===== config.mk =====
export PLATFORM = sky130hd
export DESIGN_NAME = vga_fill_master
export DESIGN_NICKNAME = d
export VERILOG_FILES = /design/src/rtl/vga_fill_master.sv
export SDC_FILE = /design/constraint.sdc
export NUM_CORES = 1
export LEC_CHECK = 0
export BUFFER_PORTS_ARGS = -buffer_cell sky130_fd_sc_hd__buf_2
export CAP_MARGIN = 20
export CELL_PAD_IN_SITES_DETAIL_PLACEMENT = 1
export CELL_PAD_IN_SITES_GLOBAL_PLACEMENT = 1
export CORE_ASPECT_RATIO = 0.6
export CORE_MARGIN = 3
export CORE_UTILIZATION = 39
export CTS_CLUSTER_DIAMETER = 100
export DETAILED_ROUTE_END_ITERATION = 8
export PLACE_DENSITY_LB_ADDON = 0.1
export SETUP_SLACK_MARGIN = 0.3
export SLEW_MARGIN = 20
export SYNTH_ARGS = -nofsm -noshare
export SYNTH_HDL_FRONTEND = slang
export SYNTH_SLANG_ARGS = --single-unit

===== constraint.sdc =====
create_clock -name clk -period 3 [get_ports clk]
set_clock_uncertainty 0.2 [all_clocks]
set_input_delay 0.6 -clock clk [delete_from_list [all_inputs] [get_ports clk]]
set_output_delay 0.6 -clock clk [all_outputs]
set_load 0.01 [all_outputs]

===== src/rtl/vga_fill_master.sv =====
// Avalon-MM master that fills a clipped screen rectangle one pixel write at a time,
// in raster order with x fastest, and stalls on waitrequest.
module vga_fill_master #(
  parameter int          SCREEN_W      = 160,
  parameter int          SCREEN_H      = 120,
  parameter logic [3:0]  VGA_WORD_ADDR = 4'd0
) (
  input  logic        clk,
  input  logic        reset,
  input  logic        start,
  input  logic [7:0]  x0,
  input  logic [6:0]  y0,
  input  logic [7:0]  x1,
  input  logic [6:0]  y1,
  input  logic [7:0]  colour,
  output logic        busy,
  output logic        done,
  output logic [14:0] pix_count,
  output logic [3:0]  m_address,
  output logic        m_write,
  output logic [31:0] m_writedata,
  input  logic        m_waitrequest
);

  localparam logic [7:0] X_MAX = 8'(SCREEN_W - 1);
  localparam logic [6:0] Y_MAX = 7'(SCREEN_H - 1);

  typedef enum logic [1:0] {IDLE, FILL, FIN} state_t;
  state_t state, state_nx;

  logic [7:0] xs, xe, cx, col;
  logic [6:0] ys, ye, cy;
  logic [7:0] x1_clip;
  logic [6:0] y1_clip;
  logic       empty, accept, last_pix;

  // x0 > X_MAX also covers an origin that is already off-screen.
  always_comb begin
    x1_clip  = (x1 > X_MAX) ? X_MAX : x1;
    y1_clip  = (y1 > Y_MAX) ? Y_MAX : y1;
    empty    = (x0 > x1_clip) || (y0 > y1_clip) || (x0 > X_MAX) || (y0 > Y_MAX);
    accept   = (state == FILL) && !m_waitrequest;
    last_pix = (cx >= xe) && (cy >= ye);
  end

  always_ff @(posedge clk) begin
    if (reset) state <= IDLE;
    else       state <= state_nx;
  end

  always_comb begin
    state_nx = state;
    case (state)
      IDLE:    if (start) state_nx = empty ? FIN : FILL;
      FILL:    if (accept && last_pix) state_nx = FIN;
      FIN:     state_nx = IDLE;
      default: state_nx = IDLE;
    endcase
  end

  always_comb begin
    m_write     = (state == FILL);
    busy        = (state != IDLE);
    done        = (state == FIN);
    m_address   = VGA_WORD_ADDR;
    m_writedata = {1'b0, cy, cx, 8'h00, col};
  end

  always_ff @(posedge clk) begin
    if (reset) begin
      xs <= '0; ys <= '0; xe <= '0; ye <= '0;
      cx <= '0; cy <= '0; col <= '0;
      pix_count <= '0;
    end else if (state == IDLE) begin
      if (start) begin
        xs        <= x0;
        ys        <= y0;
        xe        <= x1_clip;
        ye        <= y1_clip;
        col       <= colour;
        cx        <= x0;
        cy        <= y0;
        pix_count <= '0;
      end
    end else if (accept) begin
      if (pix_count != 15'h7FFF) pix_count <= pix_count + 15'd1;
      if (cx < xe) begin
        cx <= cx + 8'd1;
      end else if (cy < ye) begin
        cx <= xs;
        cy <= cy + 7'd1;
      end
    end
  end

endmodule


; ---- Yosys cells after proc, flatten, opt, wreduce, memory -nomap -nowiden
; Cells that the tools add are included.
; Widths: inputs -> output; s select.
[word_totals]
input_bits = 42
out_inout_bits = 54
elab_cells = 65
reg_bits = 63
[classes]
n_addsub = 3
mux = 20
n_reduce_logical = 18
order_cmp = 10
eq_ne = 6
[op_table]
columns = cell, n
row1 = $mux 15, 4
row2 = $mux 8, 6
row3 = $mux 7, 6
row4 = $gt 8x8->1 const B, 2
row5 = $add 15x1->15 const B, 1
row6 = $ne 15x15->1 const B, 1
row7 = $gt 7x7->1 const B, 2
row8 = $add 8x1->8 const B, 1
row9 = $ge 8x8->1, 1
row10 = $gt 8x8->1, 1
row11 = $lt 8x8->1, 1
row12 = $reduce_bool 2->1, 4
row13 = $add 7x1->7 const B, 1
row14 = $ge 7x7->1, 1
row15 = $gt 7x7->1, 1
row16 = $lt 7x7->1, 1
row17 = $mux 2, 3
row18 = $reduce_and 3->1, 2
row19 = $ne 2x2->1 const B, 2
row20 = $pmux 2 s2, 1
row21 = $reduce_and 2->1, 2
row22 = $reduce_and 4->1, 1
row23 = $logic_and 1x1->1, 3
row24 = $logic_or 1x1->1, 3
row25 = 6 further kinds, 6

; ---- Logic depth before layout (Yosys ltp)
; Gate-level depths: netlist of the first run.
[depth]
ltp_word = 9
depth_mapped = 10
depth_no_buf = 10

; ---- Worst setup path before layout of the first run
; Ideal clock, no wire load.
[synth_path]
path_type = input to register
from = input port y1[4]
to = register state[1]
arrival_time_ns = 2.069
path_stages = 9
required_ns = 2.682
path_slack_ns = 0.614
setup_ns = 0.118
n_path_buf = 0
path_cell_list = and4_1 > nor2_1 > ha_1 > nor2b_1 > o21ai_0 > o21ai_0 > a221oi_1 > o211ai_1 > o2111a_1
[synth_via]
elab_chain_cells = 9
[synth_rtl]
columns = item, line_no
row1 = start: declaration, 14  ; input logic [6:0] y1,
row2 = $gt 7x7->1, 40  ; y1_clip = (y1 > Y_MAX) ? Y_MAX : y1;
row3 = $mux 7 (*), 40
row4 = $gt 7x7->1 (*), 41  ; empty = (x0 > x1_clip) || (y0 > y1_clip) || (x0 > X_MAX) || (y0 > Y_MAX);
row5 = $logic_or 1x1->1 (*) (3 in series), 41
row6 = $mux 2 (*) (2 in series), 54  ; IDLE: if (start) state_nx = empty ? FIN : FILL;
row7 = $pmux 2 s2 (*), 53  ; case (state)
row8 = end signal: assignment, 48  ; else state <= state_nx;
row9 = end: declaration, 29  ; state_t state, state_nx;
; Mark *: on every way between the ends. The rest lies on a longest branch, timed or not. The select of a mux whose other input is x is not followed.
; A chain may end at the register's enable or synchronous reset.

; ---- Worst setup path after layout of the first run
[layout_path]
from = input port x1[7]
to = register state[1]
[layout_via]
elab_chain_cells = 9
[layout_rtl]
columns = item, line_no
row1 = start: declaration, 13  ; input logic [7:0] x1,
row2 = $gt 8x8->1, 39  ; x1_clip = (x1 > X_MAX) ? X_MAX : x1;
row3 = $mux 8, 39
row4 = named net x1_clip[0], 33  ; logic [7:0] x1_clip;
row5 = $gt 8x8->1, 41
row6 = $logic_or 1x1->1 (3 in series), 41
row7 = $mux 2 (2 in series), 54
row8 = $pmux 2 s2, 53
; The timed path passes the listed nets, and every way through them passes these cells. The select of a mux whose other input is x is not followed.

==> results of run 1 <==
-- state kept, by name (all words and copies together), names as in the netlist --
| register | flops |
|---|---|
| pix_count | 15 |
| xe | 8 |
| col | 8 |
| ye | 7 |
| xs | 8 |
| cy | 7 |
| state | 2 |
| cx | 8 |
-- layout make-up --
cell class / count / area, µm²
clock buffers: 10 / 239
clock inverters: 6 / 60.1
fillers: 1181 / 4680
inverters: 24 / 90.1
multi-input cells: 371 / 2270
flip-flops and latches: 63 / 1260
well taps: 130 / 163
repair buffers: 92 / 498
-- cells in the final DEF (no fill, tap or decap), drive strengths merged, types with 11 or more instances in the layout --
| cell type | n |
|---|---|
| buf | 92 |
| ha | 32 |
| nand2 | 72 |
| o21ai | 11 |
| nor2 | 59 |
| nand3 | 13 |
| dfxtp | 63 |
| inv | 24 |
| a21oi | 41 |
| conb | 13 |
| nand4 | 12 |
-- worst max-delay path by stage --
| stage | start | to | cells after the start |
|---|---|---|---|
| floorplan | y1[4] | state[1] | 9 |
| global placement | x1[6] | state[1] | 10 |
| detailed placement | x1[6] | state[1] | 10 |
| CTS | cy[2] | cy[3] | 7 |
| global route | cy[2] | cy[3] | 7 |
| finish | x1[7] | state[1] | 10 |
-- per-stage QoR --
| stage | utilization [%] | std cells |
|---|---|---|
| after floorplan | - | 489 |
| after global placement | 46.3 | 680 |
| after detailed placement | 46.3 | 680 |
| after CTS | 49.5 | 696 |
| after global routing | 49.5 | 696 |
| final | 49.5 | 696 |
-- cell families (layout without fill, tap and decap cells) --
group,Yosys count,after routing
adders and majority gates,32,32
DFF,63,63
muxes,2,2
buffers and inverters,55,132
AOI/OAI and AO/OA,105,105
other,1,13
xor gates and xnor gates,20,20
and+or+nand+nor,199,199
-- report_power, final --
group          internal, W  leakage (nW)  switching, W
registers         0.000930         0.516      0.000109
clock network     0.000660         0.144      0.000386
logic             0.000373          1.35      0.000630
-- worst reg2reg max path: cells and delay by family, from the launching register on --
family          cells  cell delay [ps]
compound gates      4             1110
fa+ha+maj           1              220
simple gates        2              330
flops               1              460
buf+inv             1               80
-- routing by layer --
layer | wire length [µm] | vias up | GRT usage, %
li1 | - | 1825 | -
met1 | 6200 | 1782 | 32.3
met2 | 5400 | 96 | 35.0
met3 | 752 | 6 | 5.51
met4 | 78 | 0 | 6.22
met5 | 0 | - | 0
==> metrics, run 1 <==
number of synthesized flops with an enable pin=0; Slew HR=57.4%; top_reg_cell synth=dfxtp_1; Leak=between 2 and 2.5 nW; Setup WS post-layout=472 ps; grt ovf=0; async set or reset register ratio after synthesis=0%; maximum vdd drop=~0.00036 V; number of port buffers=82; hold buffer count at cts=0; hold path startpoint=col[1]; CTS tree=yes; area leader, netlist=dfxtp_1; crit-path max cell delay=360 ps; hold depth=2; placed cell area=0.00428 mm²; total power=0.00309 W; DR iter-0 viols=233; RSZ-0062 raised after global routing=no; fin crit share=84.3%; Top Family by Delay on Critical Path=simple AND/OR/NAND/NOR gates; share of layout cells above drive strength 1=~22%; via/cell ratio=5.33; Layout Nets=635; arrival time worst endpoint=2550 ps; Ports=96; worst reg2reg setup slack=490 ps; Synth Area in Simple Gates=24.4%; die width=approximately 130 µm; worst hold slack=252 ps; starting density of the core=40.6%; Crit Path Max Fanout=5; root buf cell=clkbuf_16; Post-Synth XOR/XNOR Area=4.66%; Row Count=27; post-CTS setup repair buffer count=0; ant diodes=0; Place WS=156 ps; synth unique cells=52; top-area cell type share of the netlist area=33.6%; count leader, synth=nand2_1; mux contribution to synthesized area=0.599%; Final min period=about 2500 ps; Area growth, synth to finish=21.9%; vias post-DR=3,709; Setup TNS Final=0 ps; CP max-delay cell=o21ai_0; H-tree Lvls=3; fin area=approximately 0.0046 mm²; Fmax=0.396 GHz; routability cong.=0.808; clock buffer depth=2; Synth Area in Adders=a little over a tenth; Seq/Total Area, Yosys=33.6%; post-route ant nets=0; All-Layer GR Usage=22.9%; status=completed; WS Path Type=in -> reg; Final Hold Fails=0; FF+latch count, synth=63; CTS sink cnt=63; vias in the first global route=3,637; cell count after synthesis=477; Buffers & Inverters on Critical Path=2; final setup fails=0; Num CTS Buffers=9; most common library cells after synthesis=nand2_1, dfxtp_1, nor2_1; largest family of logic cells by synthesized area=simple AND/OR/NAND/NOR gates; CORE AREA=0.00926 mm²; hold crit path type=reg -> reg; top post-synthesis cells by area=dfxtp_1, ha_1, nand2_1; drt first pass iters=4; CP Launch Type=input pin; CTS resizes=0; RR Startpoint=cx[0]; R2R cell count=8; end of the worst hold path=col[1]; R2R Path End=cy[3]; drc violations=0; HPWL after detailed placement=9.72 mm; clock-pin transition on the worst setup and hold timing paths=60 ps; Max-cap violations=0; worst slew pin tran=638 ps; Synth Cell Area=0.00376 mm²; die area=between 0.01 and 0.015 mm²; Syn Area/Cell=7.88 µm²; initial antenna violation count=0; Yosys Warn Count=0; Slew Viols, Final=0; WP data required=3020 ps; WL per Instance=approximately 18 µm; area fraction in compound gates after synthesis=about a fifth; Worst-Skew Late Latency=330 ps; drt total wl=12.4 mm; crit end category=flop; first-pass GRT wire length=19.4 mm; crit path cell chain=buf_2 > inv_1 > nor2_1 > or2_2 > ha_1 > nand4_1 > o21ai_0 > and3_1 > o211ai_1 > o2111a_1; die height=82.0 µm; Pwr Density=674 mW/mm²; pin count of the biggest net entering global routing=27
(Power assumes the default switching activity.)
==> run 2, diff against run 1 <==
Settings changed: ABC_AREA set to 1, CORE_UTILIZATION 39 to 38.
Clock period 3 ns to 2.4 ns, I/O delays scaled along.
==> run 2 against run 1 <==
Compared with the run above: synthesized cell count up 17%; flip-flop and latch count unchanged; hold slack worse by 48 ps; largest cell class unchanged; global-route usage up 1.9 points; core utilization up 5.7 points; register-to-register slack worse by 180 ps.
==> metrics, run 2 <==
Area growth, synth to finish=36.2% (was 21.9%); R2R cell count=12 (was 8); All-Layer GR Usage=24.8% (was 22.9%); maximum vdd drop=0.000515 V (was 0.000357 V); drt total wl=14.8 mm (was 12.4 mm); pin count of the biggest net entering global routing=29 (was 27); fin cells=796 (was 696); Final Hold Fails=0 (unchanged); most common library cells after synthesis=nand2_1, inv_1, dfxtp_1, nor2_1, a21oi_1 (was nand2_1, dfxtp_1, nor2_1); clock-pin transition on the worst setup and hold timing paths=60 ps (about the same); starting density of the core=40.5% (was 40.6%); Biggest register=pix_count (unchanged); R2R Path End=cx[2] (was cy[3]); WS Path Type=in -> reg (unchanged); Pwr Density=846 mW/mm² (was 674 mW/mm²); vias post-DR=4,175 (was 3,709); fin area=0.00526 mm² (was 0.00458 mm²); placed cell area=0.00443 mm² (was 0.00428 mm²); Post-Place Cells=769 (was 680); max reg flops=15 (unchanged); Seq/Total Area, Yosys=32.7% (was 33.6%); routability cong.=0.826 (was 0.808); via/cell ratio=5.24 (was 5.33); number of synthesized flops with an enable pin=0 (unchanged); CP Launch Type=input pin (unchanged); RSZ-0062 raised after global routing=yes (was no); Final min period=2090 ps; post-route ant nets=0 (unchanged); first-pass GRT wire length=22.4 mm (was 19.4 mm); WP data required=2460 ps (was 3020 ps); final setup fails=0 (unchanged); area leader, netlist=dfxtp_1 (unchanged); Synth Cell Area=0.00386 mm² (was 0.00376 mm²); hold crit path type=in -> reg (was reg -> reg); ant diodes=0 (unchanged); Row Count=27 (unchanged); DR iter-0 viols=226 (was 233); Ports=96 (unchanged); Slew Viols, Final=0 (unchanged); Max-cap violations=0 (unchanged); CORE AREA=0.00953 mm² (was 0.00926 mm²); total power=0.00445 W (was 0.00309 W); top_reg_cell synth=dfxtp_1 (unchanged); Yosys Warn Count=0 (unchanged); worst hold slack=204 ps (was 252 ps); hold depth=3 (was 2); Syn Area/Cell=6.91 µm² (was 7.88 µm²); initial antenna violation count=0 (unchanged); arrival time worst endpoint=2150 ps (was 2550 ps); clock buffer depth=2 (unchanged); Num CTS Buffers=9 (unchanged); share of layout cells above drive strength 1=32.3% (was 22.1%); hold path startpoint=colour[7] (was col[1]); Fmax=0.477 GHz; top routing layer used=met4 (unchanged); crit path from=x1[5] (was x1[7]); synth unique cells=40 (was 52); end of the worst hold path=col[7] (was col[1]); async set or reset register ratio after synthesis=0% (unchanged); Crit Path Max Fanout=4 (was 5); Setup WS post-layout=305 ps (was 472 ps); CTS sink cnt=63 (unchanged); WL met2=6.71 mm (was 5.40 mm); FILL cells=1,258 (was 1,181); number of port buffers=82 (unchanged); top post-synthesis cells by area=dfxtp_1, ha_1, nand2_1 (unchanged); drc violations=0 (unchanged); Leak=2.44 nW (was 2.01 nW); Metal-1 WL=6.91 mm (was 6.20 mm); drt first pass iters=4 (unchanged); crit end category=flop (unchanged); die height=84.1 µm (was 82.0 µm); die width=136 µm (was 133 µm); grt ovf=0 (unchanged); met3 wire len=1.05 mm (was 752 µm); root buf cell=clkbuf_16 (unchanged); WL per Instance=18.5 µm (was 17.9 µm); status=completed (unchanged); Worst-Skew Late Latency=340 ps (was 330 ps); fin crit share=87.3%; RR Startpoint=ye[4] (was cx[0]); vias in the first global route=4,231 (was 3,637); cell count after synthesis=559 (was 477); top-area cell type share of the netlist area=32.7% (was 33.6%); die area=0.0115 mm² (was 0.0109 mm²); worst reg2reg setup slack=310 ps (was 490 ps); count leader, synth=nand2_1 (unchanged); most frequent cells in the layout=nand2_1, buf_2, inv_1, nor2_1, a21oi_1 (was buf_2, nand2_1, dfxtp_1, nor2_1, a21oi_1); Layout Nets=735 (was 635); Place WS=-91.3 ps (was 156 ps); H-tree Lvls=3 (unchanged); FF+latch count, synth=63 (unchanged); HPWL after detailed placement=10.2 mm (was 9.72 mm); leading cell type in the layout, fill and taps excluded=nand2_1 (was buf_2); CTS tree=yes (unchanged)
run 2: worst max-delay path by stage:
stage / end / slack, ps / depth (start not counted)
floorplan: state[1] / 360 / 12
global placement: state[1] / 50 / 13
detailed placement: state[1] / -90 / 13
CTS: state[1] / 250 / 13
global route: state[0] / 220 / 12
finish: state[0] / 310 / 12
run 2: area by class of cell:
type                            instances  area [µm²]  share of cell area [%]
Timing Repair Buffer                  107         649                    12.3
Clock buffer                           10         229                    4.35
Inverter                               70         273                    5.19
Tap cell                              130         163                    3.09
Sequential cell                        63        1290                    24.6
Clock inverter                          6        85.1                    1.62
Multi-Input combinational cell        410        2570                    48.8
run 2: cells by family after synthesis:
kind of cell / share of synthesized area [%]
multiplexers: 0.259
flip-flops: 32.7
XOR/XNOR: 2.72
AND/OR/NAND/NOR: 24.6
adder cells (fa/ha/maj): 10.4
buffers and inverters: 11.2
AO/OA/AOI/OAI: 18.1
other: 0.0971
run 2: what timing repair did:
action / in CTS / in global routing
gates resized for setup: 14 / 94
pin swaps: 3 / 24
hold buffers: 0 / 0
buffers inserted: 4 / 6
setup endpoints to repair: 23 / 30
gates cloned: 1 / 0
run 2: worst max-delay path: stages:
cell     delay (ps)
buf_2           130
o21ai_4         200
inv_4            80
nor2_4          110
ha_1            270
a21oi_2         150
o21ai_1          80
nand2_1          80
nand3_2         100
a21oi_4         210
nand3_2          80
a21oi_1         170
run 2: metal layers:
layer	track usage (%)	vias up
met5	0	-
met4	4.30	0
met3	6.99	9
met2	37.1	118
met1	35.7	2024
li1	-	2024
run 2: where the power goes:
group	leakage (nW)	total [W]	internal (W)	switching (W)
registers	0.526	0.00134	0.00119	0.000146
logic	1.77	0.00171	0.000691	0.00102
clock network	0.148	0.00140	0.000905	0.000495
total	2.44	0.00445	0.00279	0.00166
run 2: metrics by stage:
stage / TNS (ps) / utilization (%)
4_1_cts: 0 / 50.8
2_1_floorplan: 0 / -
5_1_grt: 0 / 55.2
3_3_place_gp: 0 / 46.5
6_report: 0 / 55.2
3_5_place_dp: -164 / 46.5
==> run 3, diff against run 2 <==
==> constraint.sdc (replaced) <==
create_clock -name clk -period 2.4 [get_ports clk]
set_clock_uncertainty 0.2 [all_clocks]
set_input_delay 0 -clock clk [delete_from_list [all_inputs] [get_ports clk]]
set_output_delay 0 -clock clk [all_outputs]
set_load 0.01 [all_outputs]
==> run 3 against run 2 <==
Compared with the run above: register-to-register slack lost 160 ps; critical endpoint is now cx[5]; power grew 2.0%; routed wire length grew 15%.
==> metrics, run 3 (same netlist as run 2, synthesis figures left out) <==
CORE AREA=0.00953 mm² (unchanged); Clock Power Share=28.8% (was 31.5%); CTS sink cnt=63 (unchanged); Biggest register=pix_count (unchanged); drt total wl=17.0 mm (was 14.8 mm); most frequent cells in the layout=nand2_1, buf_2, nor2_1, inv_1, a21oi_1 (was nand2_1, buf_2, inv_1, nor2_1, a21oi_1); Seq pwr share=29.5% (was 30.0%); Sw Share=38.9% (was 37.4%); RSZ-0062 raised after global routing=yes (unchanged); drc violations=0 (unchanged); CP Launch Type=flop (was input pin); DR iter-0 viols=356 (was 226); Num CTS Buffers=9 (unchanged); clock buffer depth=2 (unchanged); Max-cap violations=0 (unchanged); ant diodes=0 (unchanged); fin crit share=94.0% (was 87.3%); final setup fails=0 (unchanged); CP dominant cell by count=a21oi_1 (was nand3_2); Net Sw Power=0.00176 W (was 0.00166 W); FILL cells=1,223 (was 1,258); status=completed (unchanged); initial antenna violation count=0 (unchanged); WS Path Type=reg -> reg (was in -> reg); internal power=0.00277 W (was 0.00279 W); crit path cell chain=ha_4 > a21oi_1 > o21a_1 > nand2_2 > inv_4 > nand2_4 > nand2_8 > inv_2 > nor2_1 > nand2_1 > a21oi_1 (was buf_2 > o21ai_4 > inv_4 > nor2_4 > ha_1 > a21oi_2 > o21ai_1 > nand2_1 > nand3_2 > a21oi_4 > nand3_2 > a21oi_1); share of layout cells above drive strength 1=30.9% (was 32.3%); H-tree Lvls=3 (unchanged); starting density of the core=40.5% (unchanged); number of port buffers=82 (unchanged); hold crit path type=in -> reg (unchanged); Row Count=27 (unchanged); max reg flops=15 (unchanged); Pwr Density=799 mW/mm² (was 846 mW/mm²); Place WS=125 ps (was -91.3 ps); vias in the first global route=4,499 (was 4,231); worst slew pin tran=1010 ps; pin count of the biggest net entering global routing=33 (was 29); leading cell type in the layout, fill and taps excluded=nand2_1 (unchanged); Final Hold Fails=0 (unchanged); grt ovf=0 (unchanged); Worst-Skew Late Latency=340 ps (about the same); Final min period=2260 ps (was 2090 ps); worst hold slack=19.3 ps (was 204 ps); crit-path max cell delay=470 ps (was 270 ps); Slew HR=between 30 and 40%; die width=136 µm (unchanged); die height=84.1 µm (unchanged); Layout Nets=787 (was 735); die area=0.0115 mm² (unchanged); first-pass GRT wire length=23.3 mm (was 22.4 mm); Ports=96 (unchanged); All-Layer GR Usage=26.0% (was 24.8%); clock-pin transition on the worst setup and hold timing paths=60 ps (about the same); Area growth, synth to finish=47.0% (was 36.2%); Comb power frac=41.7% (was 38.5%); routability cong.=0.837 (was 0.826); drt first pass iters=5 (was 4); CP max-delay cell=dfxtp_1 (was ha_1); crit end category=flop (unchanged); WP data required=2460 ps (about the same); root buf cell=clkbuf_16 (unchanged); Final Util=59.6% (was 55.2%); post-route ant nets=0 (unchanged); Fmax=0.443 GHz (was 0.477 GHz); Setup TNS Final=0 ps (unchanged); arrival time worst endpoint=2310 ps (was 2150 ps); Crit Path Max Fanout=8 (was 4); total power=0.00454 W (was 0.00445 W); CTS tree=yes (unchanged); via/cell ratio=5.34 (was 5.24); Slew Viols, Final=0 (unchanged); vias post-DR=4,529 (was 4,175); HPWL after detailed placement=9.97 mm (was 10.2 mm); Leak=2.63 nW (was 2.44 nW); WL per Instance=20.0 µm (was 18.5 µm); maximum vdd drop=0.000464 V (was 0.000515 V); Setup WS post-layout=145 ps (was 305 ps)
[run 3: worst paths after layout]
| path | slack, ps | depth (start not counted) | end | start |
|---|---|---|---|---|
| hold / removal | 20 | 4 | xe[0] | x1[7] |
| hold reg to reg | 250 | 2 | xs[1] | xs[1] |
| setup / recovery | 140 | 11 | cx[5] | cx[7] |
| setup reg to reg | 140 | 11 | cx[5] | cx[7] |
[run 3: per-layer routing]
metal	part of all wire, %	wire length [µm]	GRT usage (%)	vias up
met5	0	0	0	-
met4	2.1	362	6.13	0
met3	7.0	1190	7.11	30
met2	47	7900	41.3	181
met1	44	7510	35.1	2176
li1	-	-	-	2142
[run 3: power by group through the flow]
| stage | sequential, W | clock, W | combinational, W |
|---|---|---|---|
| 5_1_grt | 0.00136 | 0.00137 | 0.00205 |
| 2_1_floorplan | 0.00132 | 0 | 0.000769 |
| 6_report | 0.00134 | 0.00131 | 0.00189 |
| 4_1_cts | 0.00130 | 0.00132 | 0.00140 |
| 3_3_place_gp | 0.00130 | 0 | 0.00120 |
| 3_5_place_dp | 0.00131 | 0 | 0.00124 |
[run 3: per-stage QoR]
step           instances  instance area [µm²]
2_1_floorplan        571                 3910
3_3_place_gp         765                 4400
3_5_place_dp         765                 4400
4_1_cts              831                 5250
5_1_grt              848                 5680
6_report             848                 5680
[run 3: area by class of cell]
| class | count | area (µm²) | share of cell area, % |
|---|---|---|---|
| Multi-Input combinational cell | 411 | 2530 | 44.6 |
| Clock buffer | 10 | 229 | 4.03 |
| Tap cell | 130 | 163 | 2.86 |
| Inverter | 70 | 270 | 4.76 |
| Sequential cell | 63 | 1300 | 22.9 |
| Clock inverter | 6 | 61.3 | 1.08 |
| Timing Repair Buffer | 158 | 1120 | 19.8 |
[run 3: critical path, delay by kind of cell (launching register included)]
kind / cells / cell delay [ps]
AND/OR/NAND/NOR: 5 / 520
AO/OA/AOI/OAI: 3 / 510
flip-flops: 1 / 470
adder cells (fa/ha/maj): 1 / 260
buffers and inverters: 2 / 200
[run 3: what timing repair did]
item | CTS | global route
gates resized for setup | 15 | 86
setup endpoints to repair | 23 | 46
hold endpoints to repair | 53 | 4
pin swaps | 5 | 22
hold buffers | 46 | 2
setup buffers | 3 | 15
gates cloned | 1 | 1
